===== config.mk =====
export PLATFORM = sky130hd
export DESIGN_NAME = ipv4_tx_framer_flat
export DESIGN_NICKNAME = d
export VERILOG_FILES = /design/src/rtl/ipv4_tx_framer_if.sv /design/src/rtl/ipv4_tx_framer.sv /design/src/flat_wrapper.sv
export SDC_FILE = /design/constraint.sdc
export NUM_CORES = 1
export LEC_CHECK = 0
export CAP_MARGIN = 20
export CORE_MARGIN = 2
export CORE_UTILIZATION = 50
export DETAILED_ROUTE_END_ITERATION = 8
export PLACE_DENSITY = 0.92
export RECOVER_POWER = 25
export SYNTH_ARGS = -nofsm -noshare
export SYNTH_HDL_FRONTEND = slang
export SYNTH_SLANG_ARGS = --single-unit

===== constraint.sdc =====
create_clock -name clk_user_i -period 10.5 [get_ports clk_user_i]
set_clock_uncertainty 0.2 [all_clocks]
set_input_delay 2.1 -clock clk_user_i [delete_from_list [all_inputs] [get_ports clk_user_i]]
set_output_delay 2.1 -clock clk_user_i [all_outputs]
set_load 0.005 [all_outputs]

===== src/rtl/ipv4_tx_framer_if.sv =====
// ipv4_tx_framer_if: word stream bus (valid/ready, 32-bit data, byte enables, last)
//   master drives vld/data/be/tlast and samples ready; slave does the opposite.
interface ipv4_tx_framer_if;
  logic        vld;
  logic        ready;
  logic [31:0] data;
  logic [3:0]  be;
  logic        tlast;
  modport master(output vld, data, be, tlast, input ready);
  modport slave(input vld, data, be, tlast, output ready);
endinterface


===== src/rtl/ipv4_tx_framer.sv =====
// ipv4_tx_framer: wraps a UDP stream into an Ethernet/IPv4 frame with ARP lookup and arbitration
//   clk_user_i/reset_n_i       clock, synchronous active-low reset
//   tx_udp (slave)             upstream UDP beats; tuser[15:0] = UDP length, target IP, broadcast flag
//   our_mac_i/our_ip_i         local addresses
//   r_en/r_ip_addr/r_mac_addr/r_e  ARP table lookup
//   tx_ip_req_o/tx_ip_gnt_i    output arbiter
//   tx_ip (master)             Ethernet frame words, payload realigned by 16 bits
//   drop_cnt_o                 saturating count of packets dropped on ARP miss
module ipv4_tx_framer #(
  parameter logic [7:0]  TTL         = 8'h40,
  parameter logic [7:0]  PROTO       = 8'h11,
  parameter logic [7:0]  TOS         = 8'h00,
  parameter int          ARP_TIMEOUT = 255,
  parameter logic [15:0] ID_INIT     = 16'h0000
) (
  input  logic               clk_user_i,
  input  logic               reset_n_i,
  ipv4_tx_framer_if.slave    tx_udp,
  input  logic [31:0]        tx_udp_tuser_i,
  input  logic [31:0]        tx_udp_target_ip,
  input  logic               BroadValid_i,
  input  logic [47:0]        our_mac_i,
  input  logic [31:0]        our_ip_i,
  output logic               r_en,
  output logic [31:0]        r_ip_addr,
  input  logic [47:0]        r_mac_addr,
  input  logic               r_e,
  output logic               tx_ip_req_o,
  input  logic               tx_ip_gnt_i,
  ipv4_tx_framer_if.master   tx_ip,
  output logic [15:0]        drop_cnt_o
);
  typedef enum logic [2:0] {IDLE, LOOKUP, REQ, HDR, PAYLOAD, TAIL, DROP} state_t;
  state_t      state_q;
  logic [47:0] dmac_q;
  logic [31:0] dip_q, data_q;
  logic [15:0] len_q, ident_q, drop_q, carry_q, tmo_q;
  logic [2:0]  widx_q;
  logic [3:0]  be_q, tail_be_q;
  logic        vld_q, tlast_q, req_q, ren_q;
  logic        adv, acc, unused_ok;
  logic [15:0] total_len, cksum;
  logic [19:0] sum;
  logic [16:0] fold;
  logic [31:0] hdr_w;
  assign adv       = !vld_q || tx_ip.ready;
  assign total_len = len_q + 16'd20;
  // Header checksum depends only on latched fields, so it is settled long before W6 is loaded.
  always_comb begin
    sum   = {4'h0, 8'h45, TOS} + {4'h0, total_len} + {4'h0, ident_q} + {4'h0, TTL, PROTO}
          + {4'h0, our_ip_i[31:16]} + {4'h0, our_ip_i[15:0]} + {4'h0, dip_q[31:16]} + {4'h0, dip_q[15:0]};
    fold  = {1'b0, sum[15:0]} + {13'h0, sum[19:16]};
    cksum = ~(fold[15:0] + {15'h0, fold[16]});
    hdr_w = widx_q == 3'd0 ? dmac_q[47:16] :
            widx_q == 3'd1 ? {dmac_q[15:0], our_mac_i[47:32]} :
            widx_q == 3'd2 ? our_mac_i[31:0] :
            widx_q == 3'd3 ? {16'h0800, 8'h45, TOS} :
            widx_q == 3'd4 ? {total_len, ident_q} :
            widx_q == 3'd5 ? {16'h0000, TTL, PROTO} :
            widx_q == 3'd6 ? {cksum, our_ip_i[31:16]} :
                             {our_ip_i[15:0], dip_q[31:16]};
  end
  assign tx_udp.ready = (state_q == PAYLOAD && adv) || state_q == DROP;
  assign acc          = tx_udp.ready && tx_udp.vld;
  assign tx_ip.vld    = vld_q;
  assign tx_ip.data   = data_q;
  assign tx_ip.be     = be_q;
  assign tx_ip.tlast  = tlast_q;
  assign tx_ip_req_o  = req_q;
  assign r_en         = ren_q;
  assign r_ip_addr    = dip_q;
  assign drop_cnt_o   = drop_q;
  assign unused_ok    = ^{tx_udp_tuser_i[31:16], tx_udp.be[3]};
  always_ff @(posedge clk_user_i) begin
    if (!reset_n_i) begin
      state_q   <= IDLE;
      dmac_q    <= '0;
      dip_q     <= '0;
      data_q    <= '0;
      len_q     <= '0;
      ident_q   <= ID_INIT;
      drop_q    <= '0;
      carry_q   <= '0;
      tmo_q     <= '0;
      widx_q    <= '0;
      be_q      <= '0;
      tail_be_q <= '0;
      vld_q     <= 1'b0;
      tlast_q   <= 1'b0;
      req_q     <= 1'b0;
      ren_q     <= 1'b0;
    end else begin
      case (state_q)
        IDLE: if (tx_udp.vld) begin
          len_q <= tx_udp_tuser_i[15:0];
          tmo_q <= '0;
          if (BroadValid_i) begin
            dmac_q  <= '1;
            dip_q   <= '1;
            req_q   <= 1'b1;
            state_q <= REQ;
          end else begin
            dip_q   <= tx_udp_target_ip;
            ren_q   <= 1'b1;
            state_q <= LOOKUP;
          end
        end
        LOOKUP: begin
          tmo_q <= tmo_q + 16'd1;
          if (r_e) begin
            dmac_q  <= r_mac_addr;
            ren_q   <= 1'b0;
            req_q   <= 1'b1;
            state_q <= REQ;
          end else if (tmo_q == 16'(ARP_TIMEOUT - 1)) begin
            ren_q   <= 1'b0;
            state_q <= DROP;
          end
        end
        REQ: if (tx_ip_gnt_i) begin
          req_q   <= 1'b0;
          widx_q  <= '0;
          carry_q <= dip_q[15:0];
          state_q <= HDR;
        end
        HDR: if (adv) begin
          vld_q  <= 1'b1;
          data_q <= hdr_w;
          be_q   <= 4'hF;
          widx_q <= widx_q + 3'd1;
          if (widx_q == 3'd7) state_q <= PAYLOAD;
        end
        PAYLOAD: if (acc) begin
          vld_q   <= 1'b1;
          data_q  <= {carry_q, tx_udp.data[31:16]};
          carry_q <= tx_udp.data[15:0];
          be_q    <= (tx_udp.tlast && !tx_udp.be[2]) ? 4'hE : 4'hF;
          // Three or four bytes in the last beat leave a half word that needs a TAIL word.
          if (tx_udp.tlast) begin
            tlast_q   <= !tx_udp.be[1];
            tail_be_q <= tx_udp.be[0] ? 4'hC : 4'h8;
            state_q   <= TAIL;
          end
        end else if (adv) vld_q <= 1'b0;
        TAIL: if (vld_q && tlast_q) begin
          if (tx_ip.ready) begin
            vld_q   <= 1'b0;
            tlast_q <= 1'b0;
            ident_q <= ident_q + 16'd1;
            state_q <= IDLE;
          end
        end else if (adv) begin
          vld_q   <= 1'b1;
          data_q  <= {carry_q, 16'h0000};
          be_q    <= tail_be_q;
          tlast_q <= 1'b1;
        end
        DROP: if (acc && tx_udp.tlast) begin
          drop_q  <= drop_q == 16'hFFFF ? drop_q : drop_q + 16'd1;
          state_q <= IDLE;
        end
        default: state_q <= IDLE;
      endcase
    end
  end
endmodule


===== src/flat_wrapper.sv =====
// flat-port wrapper written by rule: the top's interface ports become plain ports
module ipv4_tx_framer_flat 
#(
  parameter logic [7:0]  TTL         = 8'h40,
  parameter logic [7:0]  PROTO       = 8'h11,
  parameter logic [7:0]  TOS         = 8'h00,
  parameter int          ARP_TIMEOUT = 255,
  parameter logic [15:0] ID_INIT     = 16'h0000
)
  (clk_user_i, reset_n_i, tx_udp_tuser_i, tx_udp_target_ip, BroadValid_i, our_mac_i, our_ip_i, r_en, r_ip_addr, r_mac_addr, r_e, tx_ip_req_o, tx_ip_gnt_i, drop_cnt_o, tx_udp_vld, tx_udp_data, tx_udp_be, tx_udp_tlast, tx_udp_ready, tx_ip_vld, tx_ip_data, tx_ip_be, tx_ip_tlast, tx_ip_ready);
  ipv4_tx_framer_if tx_udp_i ();
  ipv4_tx_framer_if tx_ip_i ();
  input  logic clk_user_i;
  input  logic reset_n_i;
  input  logic [31:0] tx_udp_tuser_i;
  input  logic [31:0] tx_udp_target_ip;
  input  logic BroadValid_i;
  input  logic [47:0] our_mac_i;
  input  logic [31:0] our_ip_i;
  output logic r_en;
  output logic [31:0] r_ip_addr;
  input  logic [47:0] r_mac_addr;
  input  logic r_e;
  output logic tx_ip_req_o;
  input  logic tx_ip_gnt_i;
  output logic [15:0] drop_cnt_o;
  input wire logic [$bits(tx_udp_i.vld)-1:0] tx_udp_vld;
  input wire logic [$bits(tx_udp_i.data)-1:0] tx_udp_data;
  input wire logic [$bits(tx_udp_i.be)-1:0] tx_udp_be;
  input wire logic [$bits(tx_udp_i.tlast)-1:0] tx_udp_tlast;
  output wire logic [$bits(tx_udp_i.ready)-1:0] tx_udp_ready;
  output wire logic [$bits(tx_ip_i.vld)-1:0] tx_ip_vld;
  output wire logic [$bits(tx_ip_i.data)-1:0] tx_ip_data;
  output wire logic [$bits(tx_ip_i.be)-1:0] tx_ip_be;
  output wire logic [$bits(tx_ip_i.tlast)-1:0] tx_ip_tlast;
  input wire logic [$bits(tx_ip_i.ready)-1:0] tx_ip_ready;
  assign tx_udp_i.vld = tx_udp_vld;
  assign tx_udp_i.data = tx_udp_data;
  assign tx_udp_i.be = tx_udp_be;
  assign tx_udp_i.tlast = tx_udp_tlast;
  assign tx_udp_ready = tx_udp_i.ready;
  assign tx_ip_vld = tx_ip_i.vld;
  assign tx_ip_data = tx_ip_i.data;
  assign tx_ip_be = tx_ip_i.be;
  assign tx_ip_tlast = tx_ip_i.tlast;
  assign tx_ip_i.ready = tx_ip_ready;
  ipv4_tx_framer #(.TTL(TTL), .PROTO(PROTO), .TOS(TOS), .ARP_TIMEOUT(ARP_TIMEOUT), .ID_INIT(ID_INIT)) u_core (.clk_user_i(clk_user_i), .reset_n_i(reset_n_i), .tx_udp(tx_udp_i), .tx_udp_tuser_i(tx_udp_tuser_i), .tx_udp_target_ip(tx_udp_target_ip), .BroadValid_i(BroadValid_i), .our_mac_i(our_mac_i), .our_ip_i(our_ip_i), .r_en(r_en), .r_ip_addr(r_ip_addr), .r_mac_addr(r_mac_addr), .r_e(r_e), .tx_ip_req_o(tx_ip_req_o), .tx_ip_gnt_i(tx_ip_gnt_i), .tx_ip(tx_ip_i), .drop_cnt_o(drop_cnt_o));
endmodule

# After elaboration in Yosys (flattened, before gate mapping)
# Index checks and enable logic that the tools add are counted.
[op_classes]
n_mux = 66
bitwise = 2
eq_ne = 33
addsub = 14
n_reduce_logical = 32
[op_table]
columns = ["op", "count"]
rows = [
  ["2-to-1 mux 32 bit", 12],
  ["2-to-1 mux 48 bit", 3],
  ["adder 20 x 16 -> 20 bit", 5],
  ["one-hot mux 32 bit (3 select lines)", 1],
  ["one-hot mux 48 bit (2 select lines)", 1],
  ["one-hot mux 16 bit (2 select lines)", 2],
  ["adder 16 x 1 -> 16 bit (second input constant)", 3],
  ["2-to-1 mux 16 bit", 3],
  ["2-to-1 mux 3 bit", 14],
  ["equality test 3 bit (second input constant)", 7],
  ["one-hot mux 3 bit (7 select lines)", 1],
  ["adder 20 x 15 -> 20 bit (second input constant)", 1],
  ["2-to-1 mux 1 bit", 18],
  ["inequality test 2 bit (second input constant)", 9],
  ["AND reduction 3 bit", 6],
  ["adder 15 x 16 -> 17 bit (first input constant)", 1],
  ["adder 16 x 4 -> 17 bit", 1],
  ["adder 16 x 1 -> 16 bit", 1],
  ["adder 16 x 5 -> 16 bit (second input constant)", 1],
  ["equality test 16 bit (second input constant)", 1],
  ["equality test 16 x 8 -> 1 bit (second input constant)", 1],
  ["2-to-1 mux 4 bit", 4],
  ["NOT 16 bit", 1],
  ["AND reduction 5 bit", 3],
  ["other kinds (22)", 47],
]
[word_totals]
register_bits = 210

# Longest topological paths before layout
[depth]
depth_word = 20
depth_mapped = 43
mapped_depth_nobuf = 43

# Worst setup path before layout
# No wires, ideal clock.
[synth_path]
kind = "input-to-reg"
start = "in our_ip_i[3]"
end = "reg u_core.data_q[20] (netlist: u_core.tx_ip.data[20])"
path_stages = 33
required_time_ns = 10.164
n_path_buf = 0
path_slack_ns = 1.045
arrival_ns = 9.119
cell_sequence = "inv_1 -> fa_1 -> fa_1 -> inv_1 -> fa_1 -> fa_1 -> ha_1 -> and3_4 -> a221oi_4 -> o221ai_2 -> a211oi_1 -> o21bai_1 -> a21oi_1 -> o21bai_1 -> a21oi_1 -> xnor2_1 -> fa_1 -> a21o_1 -> a21oi_1 -> nor4_1 -> nand3_1 -> nor4_1 -> and3_1 -> ha_1 -> ha_1 -> and2_1 -> nand2_1 -> xor2_1 -> mux2i_1 -> o22ai_1 -> a221o_1 -> o211ai_1 -> a31oi_1"
[synth_via]
elab_chain_len = 15
[synth_lines]
columns = ["element", "line", "rtl"]
rows = [
  ["start: declaration", "flat_wrapper.sv:19", "input logic [31:0] our_ip_i;"],
  ["adder 20 x 16 -> 20 bit (3 in a row)", "ipv4_tx_framer.sv:51", "+ {4'h0, our_ip_i[31:16]} + {4'h0, our_ip_i[15:0]} + {4'h0, dip_q[31:16]} + {4'h0, dip_q[15:0]};"],
  ["adder 16 x 4 -> 17 bit", "ipv4_tx_framer.sv:52", "fold = {1'b0, sum[15:0]} + {13'h0, sum[19:16]};"],
  ["adder 16 x 1 -> 16 bit", "ipv4_tx_framer.sv:53", "cksum = ~(fold[15:0] + {15'h0, fold[16]});"],
  ["NOT 16 bit", "ipv4_tx_framer.sv:53", ""],
  ["2-to-1 mux 32 bit", "ipv4_tx_framer.sv:60", "widx_q == 3'd6 ? {cksum, our_ip_i[31:16]} :"],
  ["2-to-1 mux 32 bit", "ipv4_tx_framer.sv:59", "widx_q == 3'd5 ? {16'h0000, TTL, PROTO} :"],
  ["2-to-1 mux 32 bit", "ipv4_tx_framer.sv:58", "widx_q == 3'd4 ? {total_len, ident_q} :"],
  ["2-to-1 mux 32 bit", "ipv4_tx_framer.sv:57", "widx_q == 3'd3 ? {16'h0800, 8'h45, TOS} :"],
  ["2-to-1 mux 32 bit", "ipv4_tx_framer.sv:56", "widx_q == 3'd2 ? our_mac_i[31:0] :"],
  ["2-to-1 mux 32 bit", "ipv4_tx_framer.sv:55", "widx_q == 3'd1 ? {dmac_q[15:0], our_mac_i[47:32]} :"],
  ["2-to-1 mux 32 bit", "ipv4_tx_framer.sv:54", "hdr_w = widx_q == 3'd0 ? dmac_q[47:16] :"],
  ["2-to-1 mux 32 bit", "ipv4_tx_framer.sv:126", "HDR: if (adv) begin"],
  ["one-hot mux 32 bit (3 select lines)", "ipv4_tx_framer.sv:93", "case (state_q)"],
  ["end signal: assignment", "ipv4_tx_framer.sv:128", "data_q <= hdr_w;"],
  ["end signal: assignment", "ipv4_tx_framer.sv:135", "data_q <= {carry_q, tx_udp.data[31:16]};"],
  ["end signal: assignment", "ipv4_tx_framer.sv:154", "data_q <= {carry_q, 16'h0000};"],
  ["end: declaration", "ipv4_tx_framer.sv:36", "logic [31:0] dip_q, data_q;"],
]
# No other way between the ends. The select of a mux whose other input is x is not followed.
# A chain may end at the register's enable or synchronous reset.

# Worst setup path after layout
[layout_path]
start = "in our_ip_i[19]"
end = "reg u_core.data_q[23] (netlist: u_core.tx_ip.data[23])"
[layout_via]
elab_chain_len = 16
[layout_lines]
columns = ["element", "line"]
rows = [
  ["adder 20 x 16 -> 20 bit (4 in a row)", "ipv4_tx_framer.sv:51"],
  ["adder 16 x 4 -> 17 bit", "ipv4_tx_framer.sv:52"],
  ["adder 16 x 1 -> 16 bit", "ipv4_tx_framer.sv:53"],
  ["NOT 16 bit", "ipv4_tx_framer.sv:53"],
  ["2-to-1 mux 32 bit", "ipv4_tx_framer.sv:60"],
  ["2-to-1 mux 32 bit", "ipv4_tx_framer.sv:59"],
  ["2-to-1 mux 32 bit", "ipv4_tx_framer.sv:58"],
  ["2-to-1 mux 32 bit", "ipv4_tx_framer.sv:57"],
  ["2-to-1 mux 32 bit", "ipv4_tx_framer.sv:56"],
  ["2-to-1 mux 32 bit", "ipv4_tx_framer.sv:55"],
  ["2-to-1 mux 32 bit", "ipv4_tx_framer.sv:54"],
  ["2-to-1 mux 32 bit", "ipv4_tx_framer.sv:126"],
  ["one-hot mux 32 bit (3 select lines)", "ipv4_tx_framer.sv:93"],
]
# No other way between the ends. The select of a mux whose other input is x is not followed.

==> impl_metrics.ini <==
[clock_network]
ctsHoldBuffers = 0
htree_levels = 1
clkLatencyLatePin_ps = 520
clock_sinks = 208
root_buffer = clkbuf_16
ctsResizeCount = 0
cts_post_setup_buffers_inserted = 0
cts_buffer_depth = 3
path_clk_slew_ps = 60
cts_tree = done
cts_made_buffers = 23

[critical_path]
crit_family = adder cells
cp.required_ps = 10750
path_class = input port to register
regToRegSetupSlack_ps = 1300
crit_arrival_ps = 10330
timing.rr.start = u_core.len_q[2]$_SDFFE_PN0P_
cp_num_buf_inv = 4
end_kind = register
regToRegEndpoint = u_core.tx_ip.data[23]$_SDFFE_PN0P_
path_max_fanout = 4
worstRegToRegCells = 38
crit_top_cell = a21oi_1
critical-path-max-stage-delay_ps = 590
crit_slowest_cell = clkdlybuf4s50_1
cp-start-kind = input port

[die]
ios = 325
dieArea_um2 = 29500
core_area_um2 = 27700
die_width_um = 172
start_util_pct = 50.8
std_cell_rows = 61
die_y_um = 172

[final_layout]
area_growth_pct = 31.2
antennaDiodeCount = 0
n_fill_cell = 2160
drive_above_1_share_pct = 8.80
regArea_um2 = 4160
nets = 2304
finalInstanceArea_um2 = 18500
multiInputGateArea_um2 = 9120
utilization_pct = 66.6

[sta]
max_freq_mhz = 99.2
setup_viol = 0
tightest_slew_ps = 3490
rsz0062_at_grt = no
hold_violations = 0
slew_headroom_pct = -133
period_minus_slack_ps = 10080
post-route-period-util_pct = 96.0
slew_violations = 100
tns_ps = 0

[logic_synthesis]
yosysMostFrequentCell = dfxtp_1
ys_warn_count = 0
synthFlopType = dfxtp_1
synth_common_cells = 208 x dfxtp_1, 190 x nand2_1, 124 x nor2_1
yosys.area.top_type_share_pct = 29.6
synth_area_leader_cell = dfxtp_1
syn_avg_cell_area_um2 = 8.40
synth_cell_type_count = 78
yosys_register_bits = 208
syn-cell-area_um2 = 14100
yosysSeqAreaShare_pct = 29.6
syn_nets = 2028
syn_inst = 1675
synth_edf_count = 0
synth.area.top_cells = dfxtp_1 30%, fa_1 8.8%, nand2_1 5.1%, ha_1 4.9%, o221a_2 4.2%
synthArstFlopShare_pct = 0

[route]
drt_iter0_drc = 1637
drc = 0
num_vias = 14436
vias_per_cell = 6.16
wire_per_inst_um = 22.6
dr.pass1.iters = 7
wirelength_um = 53100
drtAntennaViolNets = 0

[pwr]
pwr_density_cell_nw_per_um2 = 412
p_leak_nw = 7.48
irDropWorstVdd_v = 0.000368

[global_routing]
grt_max_degree = 112
grt_pass1_vias = 13748
grt_usage_pct = 34.9
grt_overflow = 0
grt_pass1_wl_um = 78700
antenna_found_initial = 2

[placement]
gp_congestion = 1.00
dpl.hpwl_um = 39900
port-buffer-count = 307
placed_area_um2 = 17600

[run_status]
violations = capacitance limit, slew limit
status = finished, violations left

[min_path]
min-delay-start = u_core.tx_ip.data[17]$_SDFFE_PN0P_
min_path_cells = 2
hold_path.class = register to register
whs_endpoint = u_core.tx_ip.data[17]$_SDFFE_PN0P_

[job]
cap_violations = 1
-- where the power goes --
group          leakage, nW  internal [mW]  switching [mW]
Combinational         5.41           2.36            3.19
Clock                0.372          0.499           0.343
Sequential            1.70          0.981           0.219
-- per-stage QoR --
step                      total power, mW  hold WS (ps)  cells  setup slack (ps)
after floorplan                      4.71           241   1675              1040
after global placement               6.49           248   2301              9.34
after detailed placement             6.58           261   2301              -164
after CTS                            7.46           274   2341               357
after global routing                 8.07           284   2344              9.53
final                                7.60           274   2344               419
-- sequential cells by signal, summed over array words and instances, names as in the netlist --
register            cells
u_core.tx_ip.vld        1
u_core.tx_ip.tlast      1
u_core.carry_q         16
u_core.r_ip_addr       32
u_core.len_q           16
u_core.state_q          3
u_core.widx_q           3
u_core.r_en             1
u_core.drop_cnt_o      16
u_core.tmo_q           16
u_core.ident_q         16
u_core.tail_be_q        2
u_core.tx_ip.data      32
u_core.tx_ip.be         4
u_core.tx_ip_req_o      1
u_core.dmac_q          48
-- worst max path at each step --
stage                  from                                 end  slack (ps)  cells after the start
3_3_place_gp    our_ip_i[3]  u_core.tx_ip.data[18]$_SDFFE_PN0P_           9                     36
2_1_floorplan   our_ip_i[3]  u_core.tx_ip.data[20]$_SDFFE_PN0P_        1040                     33
6_report       our_ip_i[19]  u_core.tx_ip.data[23]$_SDFFE_PN0P_         420                     34
4_1_cts        our_ip_i[19]  u_core.tx_ip.data[18]$_SDFFE_PN0P_         360                     36
3_5_place_dp   our_ip_i[19]  u_core.tx_ip.data[18]$_SDFFE_PN0P_        -160                     36
5_1_grt        our_ip_i[19]  u_core.tx_ip.data[23]$_SDFFE_PN0P_          10                     34
-- area by class of cell --
cell class,instances,share of cell area [%]
multi-input combinational,1250,49.4
sequential,208,22.6
timing repair buffer,369,19.3
clock buffer,32,3.47
tap,378,2.56
inverter,99,2.01
clock inverter,8,0.678
-- placed cells by master, fill, tap and decap left out, types with 52 or more instances in the layout --
cell type	instances
ha_1	55
nor3_1	52
fa_1	62
dfxtp_1	208
o21ai_0	77
dlygate4sd3_1	58
nand2_1	190
clkdlybuf4s50_1	248
a21oi_1	76
nor2_1	122
inv_1	99
xnor2_1	54
buf_4	59
o221a_2	52
-- per-layer routing --
metal | track usage [%] | vias up | part of all wire, %
met3 | 9.94 | 165 | 12
met2 | 56.4 | 887 | 45
met4 | 15.3 | 2 | 5.0
li1 | - | 6525 | -
met5 | 0 | - | 0.024
met1 | 43.3 | 6857 | 38
-- kinds of logic (layout without fill, tap and decap cells) --
group | after synthesis | after routing | share of synthesized area (%)
simple gates | 604 | 604 | 21.2
mux | 31 | 31 | 2.21
flops | 208 | 208 | 29.6
xor+xnor | 73 | 73 | 4.60
compound gates | 425 | 425 | 22.8
buf+inv | 217 | 508 | 5.91
fa+ha+maj | 117 | 117 | 13.7
-- worst register-to-register path: cells and delay by family, from the launching register on --
kind | cells | cell delay, ps
AOI/OAI and AO/OA | 13 | 2130
xor gates and xnor gates | 3 | 590
adders and majority gates | 7 | 2630
buffers and inverters | 3 | 290
DFF | 1 | 480
and+or+nand+nor | 12 | 2840
Power figures use the tool's default switching activity.
